<file path="src/rtl/regfile_scoreboard.sv">
// rtl/regfile_scoreboard.sv - register file with N read ports, writeback bypass and pending-write scoreboard
module regfile_scoreboard #(
  parameter int LENGTH   = 32,
  parameter int NREGS    = 32,
  parameter int NRD      = 2,
  parameter int ZERO_REG = 1,
  parameter int SEL_BITS = $clog2(NREGS),
  parameter int CNT_BITS = $clog2(NREGS + 1)
) (
  input  logic                    clk_i,
  input  logic                    reset_ni,
  input  logic [NRD*SEL_BITS-1:0] rd_addr_i,
  output logic [NRD*LENGTH-1:0]   rd_data_o,
  output logic [NRD-1:0]          rd_busy_o,
  input  logic                    wr_en_i,
  input  logic [SEL_BITS-1:0]     wr_addr_i,
  input  logic [LENGTH-1:0]       wr_data_i,
  input  logic                    claim_en_i,
  input  logic [SEL_BITS-1:0]     claim_addr_i,
  output logic                    claim_ok_o,
  input  logic                    flush_i,
  output logic [CNT_BITS-1:0]     busy_cnt_o
);

  localparam bit HAS_ZERO = (ZERO_REG != 0);

  logic [LENGTH-1:0]   regs_q [NREGS];
  logic [NREGS-1:0]    busy_q, busy_d;
  logic [CNT_BITS-1:0] busy_cnt_q, busy_cnt_d;

  logic wr_ok;
  logic claim_is_zero;
  logic claim_set;

  // r0 is a constant when hardwired: writes to it are dropped, claims are no-ops
  assign wr_ok         = wr_en_i && !(HAS_ZERO && (wr_addr_i == '0));
  assign claim_is_zero = HAS_ZERO && (claim_addr_i == '0);

  // A claim is granted if the register is free or its owner retires this very cycle
  assign claim_ok_o = reset_ni && claim_en_i && !flush_i &&
                      (claim_is_zero || !busy_q[claim_addr_i] ||
                       (wr_ok && (wr_addr_i == claim_addr_i)));
  assign claim_set  = claim_ok_o && !claim_is_zero;

  // Next busy vector: writeback releases, a granted claim re-arms (new owner wins), flush clears all
  always_comb begin
    busy_d = busy_q;
    if (wr_ok)     busy_d[wr_addr_i]    = 1'b0;
    if (claim_set) busy_d[claim_addr_i] = 1'b1;
    if (flush_i)   busy_d = '0;
    busy_cnt_d = '0;
    for (int i = 0; i < NREGS; i++) begin
      busy_cnt_d = busy_cnt_d + CNT_BITS'(busy_d[i]);
    end
  end

  // Scoreboard state and its population count, kept in step
  always_ff @(posedge clk_i or negedge reset_ni) begin
    if (!reset_ni) begin
      busy_q     <= '0;
      busy_cnt_q <= '0;
    end else begin
      busy_q     <= busy_d;
      busy_cnt_q <= busy_cnt_d;
    end
  end

  // Register storage; flush does not squash data, only ownership
  always_ff @(posedge clk_i or negedge reset_ni) begin
    if (!reset_ni) begin
      for (int i = 0; i < NREGS; i++) regs_q[i] <= '0;
    end else if (wr_ok) begin
      regs_q[wr_addr_i] <= wr_data_i;
    end
  end

  // Combinational read ports with writeback bypass; a same-cycle claim is never visible here
  always_comb begin
    rd_data_o = '0;
    rd_busy_o = '0;
    for (int k = 0; k < NRD; k++) begin
      if (HAS_ZERO && (rd_addr_i[k*SEL_BITS +: SEL_BITS] == '0)) begin
        rd_data_o[k*LENGTH +: LENGTH] = '0;
        rd_busy_o[k]                  = 1'b0;
      end else if (wr_ok && (wr_addr_i == rd_addr_i[k*SEL_BITS +: SEL_BITS])) begin
        rd_data_o[k*LENGTH +: LENGTH] = wr_data_i;
        rd_busy_o[k]                  = 1'b0;
      end else begin
        rd_data_o[k*LENGTH +: LENGTH] = regs_q[rd_addr_i[k*SEL_BITS +: SEL_BITS]];
        rd_busy_o[k]                  = busy_q[rd_addr_i[k*SEL_BITS +: SEL_BITS]];
      end
    end
  end

  assign busy_cnt_o = busy_cnt_q;

endmodule

</file>
<file path="config.mk">
export PLATFORM = sky130hd
export DESIGN_NAME = regfile_scoreboard
export DESIGN_NICKNAME = d
export VERILOG_FILES = /design/src/rtl/regfile_scoreboard.sv
export SDC_FILE = /design/constraint.sdc
export NUM_CORES = 2
export LEC_CHECK = 0
export ABC_CLOCK_PERIOD_IN_PS = 7800
export CAP_MARGIN = 20
export CORE_MARGIN = 2
export CORE_UTILIZATION = 30
export CTS_CLUSTER_SIZE = 10
export DETAILED_ROUTE_END_ITERATION = 16
export GPL_TIMING_DRIVEN = 0
export SLEW_MARGIN = 0
export SYNTH_ARGS = -nofsm -noshare
export SYNTH_HDL_FRONTEND = slang
export SYNTH_SLANG_ARGS = --single-unit
export TNS_END_PERCENT = 100
</file>
<file path="constraint.sdc">
create_clock -name clk_i -period 7.8 [get_ports clk_i]
set_input_delay 0.78 -clock clk_i [delete_from_list [all_inputs] [get_ports clk_i]]
set_output_delay 0.78 -clock clk_i [all_outputs]
set_load 0.02 [all_outputs]
</file>
==> impl_results.md <==
* Fmax at roughly 130 MHz
* Critical Path Fanout Max at 10
* Most common cell after layout, fill and taps aside: dfrtp_1
* First-pass GRT wire length at roughly 290,000 um
* Yosys top cell by area: dfrtp_1
* R2R setup slack at around 1300 ps
* Nets@finish at 4,067
* Primary FF master, synth: dfrtp_1
* Wire per inst at between 30 and 40 um
* Setup bufs post-CTS at 0
* HPWL after DPL at roughly 160,000 um
* CTS clk-pin slew, worst paths at around 50 ps
* Clk buf depth at 3
* Tightest Pin Transition at roughly 1300 ps
* Nature of the critical path endpoint: flop
* CTS hold repair buffers at 0
* Total global-route track usage at between 20% and 30%
* Power Dens Cells at between 200 and 250 nW/um^2
* YS warnings at 0
* Startpoint types: primary input
* Rows at 160
* Final Worst Setup Slack at about 270 ps
* Vias in the first global route at approximately 38,000
* Chip Width at 441.9 um
* CP Class: in2reg
* Arrival @ worst endpoint at roughly 8200 ps
* Max-slew headroom at between 10% and 20%
* Filler instances at 18,110
* Layout cells sized above 1 at 47.15%
* Final total power at roughly 16 mW
* DRT iter0 DRCs at 4,263
* Fraction of registers with async set/reset at between 90% and 100%
* TritonCTS clock tree: built
* Synth Cell Area at 57,520 um^2
* GPL Wtd Cong at 0.9500
* Post_cts resized at 0
* Antenna Violating Nets Remaining at 0
* Critical Path RT at 8450 ps
* Yosys reg bits at between 1,000 and 1,500
* Root Driver: clkbuf_16
* Largest net degree at the start of global routing at between 150 and 200
* Clk_skew at 32.92 ps
* First-pass iteration count of the detailed router at 6
* Dpl ws at -543.8 ps
* H-Tree Depth at 3
* Max-cap viol count at 0
* Core area at 190,400 um^2
* Inserted Clock Buffers at ~120
* Fin. max-slew vios at 0
* Buffers on Ports at between 100 and 150
* Avg Synthesized Cell Area at 15.50 um^2
* Routed vias at 37,610
* Period Utilization, post-route at 96.54%
* Die height at 441.9 um
* Final Hold Vio Count at 0
* Post-Syn Instances at 3,711
* VDD IR max at ~0.00021 V
* Register area share after synthesis at between 40% and 50%
* Clock Latency Late Sink at approximately 760 ps
* Remaining DRCs at 0
* Synth cell types at 53
* P&R area growth vs syn at 14.11%
* Clock sink total at about 1,100
* WL final at around 210,000 um
* Hold Path Class: in2async
* Ranking of synthesized cells by area: dfrtp_1, mux4_2, mux2_2
* Via/cell ratio at between 5 and 6
* Initial antenna violation count at 20
* Gr ovfl total at 0
* Number of flops mapped to enable cells by yosys at 0
* Top cell type's share of synthesized area at a little under half
* Initial core utilization at a little over 30%
* Min Tclk post-route at 7530 ps
* Die area at about 200,000 um^2
* Status: complete, no violations
* Final Setup Violations at 0
* Unrepaired setup endpoints after global routing: false
* Static leakage power at 27.25 nW
* Ports at 130
* Synth Net Count at between 3,000 and 4,000
* Commonest cells after routing, fill and taps aside: dfrtp_1, mux2_2, mux4_2, clkbuf_1, nand2_1
[worst max-delay path, cell delays in order]
cell	delay, ps
clkdlybuf4s50_1	580
nor3_1	740
buf_4	290
nor4b_2	130
nand2b_1	110
clkbuf_1	600
clkbuf_1	720
nand3b_1	240
o31a_1	190
fa_1	530
inv_1	50
fa_1	470
inv_1	50
fa_1	530
fa_1	500
inv_1	50
fa_1	430
ha_1	230
fa_1	450
a21o_1	190
a21oi_1	160
xnor2_1	140
[through the flow]
step                cell area [um^2]  cells  utilization (%)  TNS (ps)  hold WS, ps
CTS                            65540   6509            34.43         0        16.47
global placement               61840   6340            32.48         -        453.5
detailed placement             62300   6366            32.73     -1479        464.8
floorplan                      57520   3711                -         0        441.3
global route                   65630   6525            34.47         0        79.76
finish                         65630   6528            34.47         0        27.58
[path summary, 6_finish.rpt]
| check | from | end | cells after the start |
|---|---|---|---|
| max | wr_addr_i[3] | busy_cnt_o[4] | 22 |
| min in group clk_i | regs_q[1006] | regs_q[1006] | 1 |
| max in group asynchronous | reset_ni | regs_q[881] | 4 |
| min reg2reg | regs_q[1006] | regs_q[1006] | 1 |
| max reg2reg | busy_q[21] | busy_cnt_o[4] | 20 |
| min | reset_ni | regs_q[380] | 1 |
[synth_stat cells (2+ instances only)]
cell and n:
a21oi_1 40, o31ai_1 28, xor2_1 8, or2_2 2, dfrtp_1 1062, xnor2_1 10, a31oi_1 2, nor3b_1 3
o32ai_1 3, nand3_1 11, nor2b_1 8, mux4_2 630, mux2_2 979, o32a_1 3, nand2_1 140, buf_6 2
a221oi_1 3, a22oi_1 125, ha_1 7, or4_1 2, o21ai_0 23, o31a_1 16, fa_1 24, a21o_1 2
nand3b_1 24, mux2i_1 6, buf_2 91, nor4_1 2, nor3_1 5, clkbuf_1 285, buf_1 49, nand2b_1 7
inv_1 29, or3b_2 9, nor2_1 51, buf_4 3
[cell type report]
class | instances | area, um^2 | area share [%]
Multi-Input combinational cell | 2190 | 29080 | 44.30
Clock inverter | 7 | 142.6 | 0.2173
Clock buffer | 136 | 3093 | 4.712
Timing Repair Buffer | 148 | 1695 | 2.583
Sequential cell | 1062 | 26580 | 40.49
Buffer | 430 | 1760 | 2.682
Antenna cell | 15 | 37.54 | 0.05719
Inverter | 29 | 108.9 | 0.1658
Tap cell | 2511 | 3142 | 4.787
[logic make-up (layout without fill, tap and decap cells)]
kind of cell               Yosys count  count (layout)  synth area share, %
other                                0              15                    0
and+or+nand+nor                    272             272                2.232
muxes                             1615            1615                43.94
AOI/OAI and AO/OA                  254             254                3.124
buffers and inverters              459             750                3.239
DFF                               1062            1062                46.20
adders and majority gates           31              31               0.9876
xor gates and xnor gates            18              18               0.2741
[sequential cells by signal (all words and copies together) (netlist names)]
register,cells
regs_q,1024
busy_q,32
busy_cnt_o,6
[metal layers]
metal / track usage (%) / up-vias / part of all wire, %
li1: - / 14870 / -
met1: 26.67 / 20470 / 39
met2: 33.27 / 1821 / 47
met3: 3.345 / 450 / 7.1
met4: 13.41 / 0 / 7.1
met5: 0 / - / 0
[report_power, final]
part	total (mW)	switching (mW)	internal, mW
Combinational	3.92	1.78	2.13
Sequential	7.23	0.717	6.52
Clock	5.06	2.30	2.75
Note: power is estimated with default switching activity, not from simulation.
